[src/rtl/load_store_unit_pkg.sv]
// Shared RV32I load/store definitions: data width, funct3 encodings, FSM states.
// No logic of its own; only constants, types and the legality helper.
// Imported by load_store_unit and load_align.
package load_store_unit_pkg;

    localparam int XLEN = 32;

    // funct3 encodings; stores reuse the low three load codes
    localparam logic [2:0] F3_LB  = 3'b000;
    localparam logic [2:0] F3_LH  = 3'b001;
    localparam logic [2:0] F3_LW  = 3'b010;
    localparam logic [2:0] F3_LBU = 3'b100;
    localparam logic [2:0] F3_LHU = 3'b101;
    localparam logic [2:0] F3_SB  = 3'b000;
    localparam logic [2:0] F3_SH  = 3'b001;
    localparam logic [2:0] F3_SW  = 3'b010;

    typedef enum logic [1:0] {
        ST_IDLE      = 2'd0,
        ST_ACCESS    = 2'd1,
        ST_WRITEBACK = 2'd2
    } lsu_state_t;

    // True when funct3 is a defined encoding for the direction and the
    // address low bits satisfy its natural alignment.
    function automatic logic op_ok(input logic       is_store,
                                   input logic [2:0] f3,
                                   input logic [1:0] addr_lo);
        logic ok;
        ok = 1'b0;
        case (f3)
            F3_LB:   ok = 1'b1;
            F3_LH:   ok = ~addr_lo[0];
            F3_LW:   ok = (addr_lo == 2'b00);
            F3_LBU:  ok = ~is_store;
            F3_LHU:  ok = ~is_store & ~addr_lo[0];
            default: ok = 1'b0;
        endcase
        return ok;
    endfunction

endpackage

[src/rtl/load_store_unit_load_align.sv]
// Load data extraction: picks byte/half lane from the read word and extends it.
// Latency: purely combinational.
// Backpressure: none; output follows inputs.
module load_align #(
    parameter int XLEN = load_store_unit_pkg::XLEN
) (
    input  logic [XLEN-1:0] rdata,
    input  logic [1:0]      addr_lo,
    input  logic [2:0]      funct3,
    output logic [XLEN-1:0] result
);
    import load_store_unit_pkg::*;

    logic [7:0]  byte_sel;
    logic [15:0] half_sel;

    // Select the addressed lane, then sign- or zero-extend by funct3
    always_comb begin
        byte_sel = rdata[{addr_lo, 3'b000} +: 8];
        half_sel = addr_lo[1] ? rdata[31:16] : rdata[15:0];
        result   = rdata;
        case (funct3)
            F3_LB:   result = {{(XLEN-8){byte_sel[7]}}, byte_sel};
            F3_LH:   result = {{(XLEN-16){half_sel[15]}}, half_sel};
            F3_LBU:  result = {{(XLEN-8){1'b0}}, byte_sel};
            F3_LHU:  result = {{(XLEN-16){1'b0}}, half_sel};
            default: result = rdata;
        endcase
    end

endmodule

[src/rtl/load_store_unit.sv]
// RV32I load/store unit: one bus transaction per start, loads written back to the register file.
// Latency: request the cycle after start; load write_enable the cycle after mem_ack (min 3 cycles).
// Backpressure: busy stalls the pipeline outside IDLE; the bus request is held until mem_ack.
module load_store_unit #(
    parameter int XLEN = load_store_unit_pkg::XLEN
) (
    input  logic            clock,
    input  logic            reset,
    input  logic            start,
    input  logic            is_store,
    input  logic [2:0]      funct3,
    input  logic [XLEN-1:0] address,
    input  logic [XLEN-1:0] store_data,
    input  logic [4:0]      rd,
    output logic            busy,
    output logic            mem_req,
    output logic            mem_we,
    output logic [XLEN-1:0] mem_addr,
    output logic [XLEN-1:0] mem_wdata,
    output logic [3:0]      mem_be,
    input  logic            mem_ack,
    input  logic [XLEN-1:0] mem_rdata,
    output logic [4:0]      write_reg,
    output logic [XLEN-1:0] write_data,
    output logic            write_enable,
    output logic            fault
);
    import load_store_unit_pkg::*;

    lsu_state_t      state;
    logic            is_store_q;
    logic [2:0]      funct3_q;
    logic [1:0]      addr_lo_q;
    logic [4:0]      rd_q;
    logic [3:0]      st_be;
    logic [XLEN-1:0] st_wdata;
    logic [XLEN-1:0] load_result;

    // Store lane formatting from the incoming request (used only when latched in IDLE)
    always_comb begin
        st_be    = 4'b1111;
        st_wdata = store_data;
        case (funct3)
            F3_SB: begin
                st_be    = 4'b0001 << address[1:0];
                st_wdata = {(XLEN/8){store_data[7:0]}};
            end
            F3_SH: begin
                st_be    = address[1] ? 4'b1100 : 4'b0011;
                st_wdata = {(XLEN/16){store_data[15:0]}};
            end
            default: begin
                st_be    = 4'b1111;
                st_wdata = store_data;
            end
        endcase
    end

    load_align #(.XLEN(XLEN)) u_load_align (
        .rdata   (mem_rdata),
        .addr_lo (addr_lo_q),
        .funct3  (funct3_q),
        .result  (load_result)
    );

    // Transaction FSM; every output is a register updated here
    always_ff @(posedge clock or negedge reset) begin
        if (!reset) begin
            state        <= ST_IDLE;
            busy         <= 1'b0;
            mem_req      <= 1'b0;
            mem_we       <= 1'b0;
            mem_addr     <= '0;
            mem_wdata    <= '0;
            mem_be       <= 4'b0000;
            write_reg    <= 5'd0;
            write_data   <= '0;
            write_enable <= 1'b0;
            fault        <= 1'b0;
            is_store_q   <= 1'b0;
            funct3_q     <= 3'b000;
            addr_lo_q    <= 2'b00;
            rd_q         <= 5'd0;
        end else begin
            fault <= 1'b0;
            case (state)
                ST_IDLE: begin
                    if (start) begin
                        if (op_ok(is_store, funct3, address[1:0])) begin
                            state      <= ST_ACCESS;
                            busy       <= 1'b1;
                            mem_req    <= 1'b1;
                            mem_we     <= is_store;
                            mem_addr   <= {address[XLEN-1:2], 2'b00};
                            mem_be     <= is_store ? st_be : 4'b0000;
                            mem_wdata  <= is_store ? st_wdata : '0;
                            is_store_q <= is_store;
                            funct3_q   <= funct3;
                            addr_lo_q  <= address[1:0];
                            rd_q       <= rd;
                        end else begin
                            fault <= 1'b1;
                        end
                    end
                end
                ST_ACCESS: begin
                    if (mem_ack) begin
                        mem_req <= 1'b0;
                        mem_we  <= 1'b0;
                        if (is_store_q) begin
                            state <= ST_IDLE;
                            busy  <= 1'b0;
                        end else begin
                            state        <= ST_WRITEBACK;
                            write_reg    <= rd_q;
                            write_data   <= load_result;
                            write_enable <= (rd_q != 5'd0);
                        end
                    end
                end
                ST_WRITEBACK: begin
                    write_enable <= 1'b0;
                    state        <= ST_IDLE;
                    busy         <= 1'b0;
                end
                default: begin
                    state <= ST_IDLE;
                    busy  <= 1'b0;
                end
            endcase
        end
    end

endmodule

[config.mk]
export PLATFORM = sky130hd
export DESIGN_NAME = load_store_unit
export DESIGN_NICKNAME = d
export VERILOG_FILES = /design/src/rtl/load_store_unit_pkg.sv /design/src/rtl/load_store_unit_load_align.sv /design/src/rtl/load_store_unit.sv
export SDC_FILE = /design/constraint.sdc
export NUM_CORES = 1
export LEC_CHECK = 0
export ABC_AREA = 1
export BUFFER_PORTS_ARGS = -buffer_cell sky130_fd_sc_hd__buf_2
export CORE_MARGIN = 5
export CORE_UTILIZATION = 45
export CTS_CLUSTER_DIAMETER = 120
export DETAILED_ROUTE_END_ITERATION = 7
export MAX_ROUTING_LAYER = met4
export PLACE_DENSITY = 0.72
export SLEW_MARGIN = 20
export SYNTH_ARGS = -nofsm -noshare
export SYNTH_HDL_FRONTEND = slang
export SYNTH_SLANG_ARGS = --single-unit
export TNS_END_PERCENT = 100
[constraint.sdc]
create_clock -name clock -period 1.25 [get_ports clock]
set_input_delay 0.1875 -clock clock [delete_from_list [all_inputs] [get_ports clock]]
set_output_delay 0.1875 -clock clock [all_outputs]
set_load 0.01 [all_outputs]
==> impl_metrics.tcl <==
set metrics [dict create \
    ys_seq_elements 121 \
    grt_start_max_net_pins 64 \
    syn_area_mm2 0.00612 \
    fin_ws_ns -0.121 \
    postRouteAntennaNets 0 \
    cp-end-kind "register" \
    peakVddDrop_mv 1.13 \
    avgRoutedWirePerCell_um 15.6 \
    slew_viol_final 0 \
    vias 6378 \
    postLayoutCoreUtil_pct 69.2 \
    clock_sinks 121 \
    cp_max_fo 8 \
    drive_gt1_share_pct 36.8 \
    die_w_um 127 \
    cts_buffers 17 \
    top_usage_layer "met2" \
    cp-start-kind "register" \
    clockPowerShare_pct 30.2 \
    place_ws_ns -0.0767 \
    synth_seq_area_share_pct 49.5 \
    timing.rr.start "state[1]" \
    outcome "finished with violations" \
    p_leak_nw 5.21 \
    grt_antenna_before_repair 3 \
    drt_first_pass_iters 6 \
    yosysTopAreaCellShare_pct 49.5 \
    worstHoldStart "store_data[2]" \
    grt_pass1_vias 6255 \
    crit_required_ns 1.55 \
    clkTransAtPathRegs_ns 0.06 \
    nets 1222 \
    avgSynthCellArea_um2 7.36 \
    die_area_mm2 0.0160 \
    switchingPower_mw 5.81 \
    insertion_delay_ns 0.41 \
    htreeDepth 4 \
    start_util_pct 46.0 \
    synth_area_leaders "dfrtp_1 (49%), nand2_1 (23%), inv_1 (4.9%), nand3_1 (4.8%), or2_2 (2.9%)" \
    reg2reg_slack_ns -0.12 \
    via_per_inst 4.89 \
    wl_um 20300 \
    fillCellCount 1043 \
    powerDensity_mw_per_mm2 1870 \
    fp-row-count 42 \
    grt_pass1_wl_um 31100 \
    grt_use_total_pct 24.9 \
    dp_hpwl_um 13000 \
    cp.arrival_ns 1.68 \
    final_area_mm2 0.00920 \
    p_sw_share_pct 33.7 \
    combPwrFrac_pct 34.9 \
    synth_top_area_cell "dfrtp_1" \
    fp.coreArea_mm2 0.0133 \
    syn_to_final_growth_pct 50.3 \
    rsz0062_at_grt "true" \
    clock_path_buffers 2 \
    cts_tree "built" \
    critPathKind "reg -> reg" \
    cap_violations 0 \
    drc 0 \
    grt-ovfl-total 0 \
    synth_cell_types 27 \
    hold_viol_final 0 \
    fmax_mhz 729 \
    largestRegisters "mem_wdata: 32 flops, write_data: 32 flops, mem_addr: 30 flops" \
    place_congestion 0.861 \
    io_buffers 216 \
    p_seq_share_pct 34.9 \
    worst_clock_skew_ns 0.00573 \
    ioPinCount 219 \
    root_buffer "clkbuf_16" \
    finalSetupViolCount 92 \
    period_share_pct 110 \
    setup.worst_path.start "state[1]" \
    grt_util_met3_pct 7.27 \
    use_met2_pct 39.4 \
    internal_power_mw 11.4 \
    ys_warn_count 0 \
    min_path_type "in -> reg" \
    drtIter0Drc 510 \
    syn_inst 831 \
    met1_usage_pct 31.2 \
    dpl_cell_area_mm2 0.00758 \
    fin_crit_ns 1.37 \
    violations "setup timing" \
    die_y_um 127 \
]
[cell families after synthesis]
family	share of synthesized area, %
other cells	0.0613
simple gates	34.6
compound gates	6.20
flops	49.5
buf+inv	9.69
[path summary, 6_finish.rpt]
path                                       to  cells after the start
worst max-delay path             mem_addr[15]                      8
worst min-delay path             mem_wdata[2]                      3
worst max register to register   mem_addr[15]                      8
worst min register to register           busy                      2
max in group asynchronous            state[1]                      3
min in group asynchronous       mem_wdata[25]                      3
[stage by stage]
stage	instances	hold WS (ns)	power (mW)	setup TNS (ns)
after global placement	1219	0.234	11.1	-0.914
final	1304	0.0218	17.2	-5.26
after CTS	1290	0.00117	16.8	-4.14
after global routing	1304	0.0241	18.3	-14.63
after detailed placement	1219	0.237	11.2	-2.67
after floorplan	832	-0.108	8.87	-0.0100
[routing by layer]
metal,up-vias,wire length [µm]
met3,35,1620
li1,3112,-
met2,250,10100
met4,0,440
met5,-,0
met1,2981,8180
[power by group through the flow]
| stage | registers, mW | clock network, mW | logic, mW |
|---|---|---|---|
| floorplan | 6.41 | 0 | 2.47 |
| global placement | 5.91 | 0 | 5.19 |
| detailed placement | 5.90 | 0 | 5.30 |
| CTS | 5.91 | 5.27 | 5.63 |
| global route | 6.16 | 5.42 | 6.67 |
| finish | 6.00 | 5.20 | 6.00 |
[Yosys cell counts, drive strengths merged]
master,number
nor2,34
buf,34
nand4,3
nor3,1
nand3b,1
clkbuf,12
o21ai,37
o22ai,1
a21oi,18
conb,1
dfrtp,121
nand3,61
inv,83
o211ai,11
nand2,385
or2,28
[worst max-delay path, stage by stage (launching register included)]
cell and delay [ns]:
dfrtp_1 0.43, nor2_2 0.14, nand2_2 0.10, clkinv_4 0.08, buf_12 0.10, nand2_8 0.08
clkbuf_16 0.21, nand2_4 0.07, nand2_2 0.05
[placed cells by master, fill, tap and decap left out, drive strengths merged]
master	instances
nand2	386
buf	264
dfrtp	121
inv	81
nand3	61
dlygate4sd3	39
o21ai	37
nor2	34
or2	28
clkbuf	27
a21oi	18
o211ai	11
clkinv	5
bufinv	4
diode	3
nand4	3
conb	2
nand3b	1
nor3	1
o22ai	1
clkinvlp	1
[repair_timing]
item	4_1_cts	5_1_grt
hold buffers	39	0
gates cloned	1	8
setup buffers	0	3
gates resized for setup	49	96
pin swaps	4	16
endpoints found under the setup margin	107	117
endpoints found under the hold margin	159	0
[cell type report]
| class | count | area (µm²) | share of cell area [%] |
|---|---|---|---|
| timing repair buffer | 307 | 2160 | 23.5 |
| clock buffer | 23 | 478 | 5.20 |
| antenna | 3 | 7.51 | 0.0816 |
| clock inverter | 8 | 143 | 1.55 |
| sequential | 121 | 3030 | 32.9 |
| tap | 176 | 220 | 2.39 |
| multi-input combinational | 583 | 2820 | 30.7 |
| inverter | 83 | 334 | 3.63 |
Power figures use the tool's default switching activity.
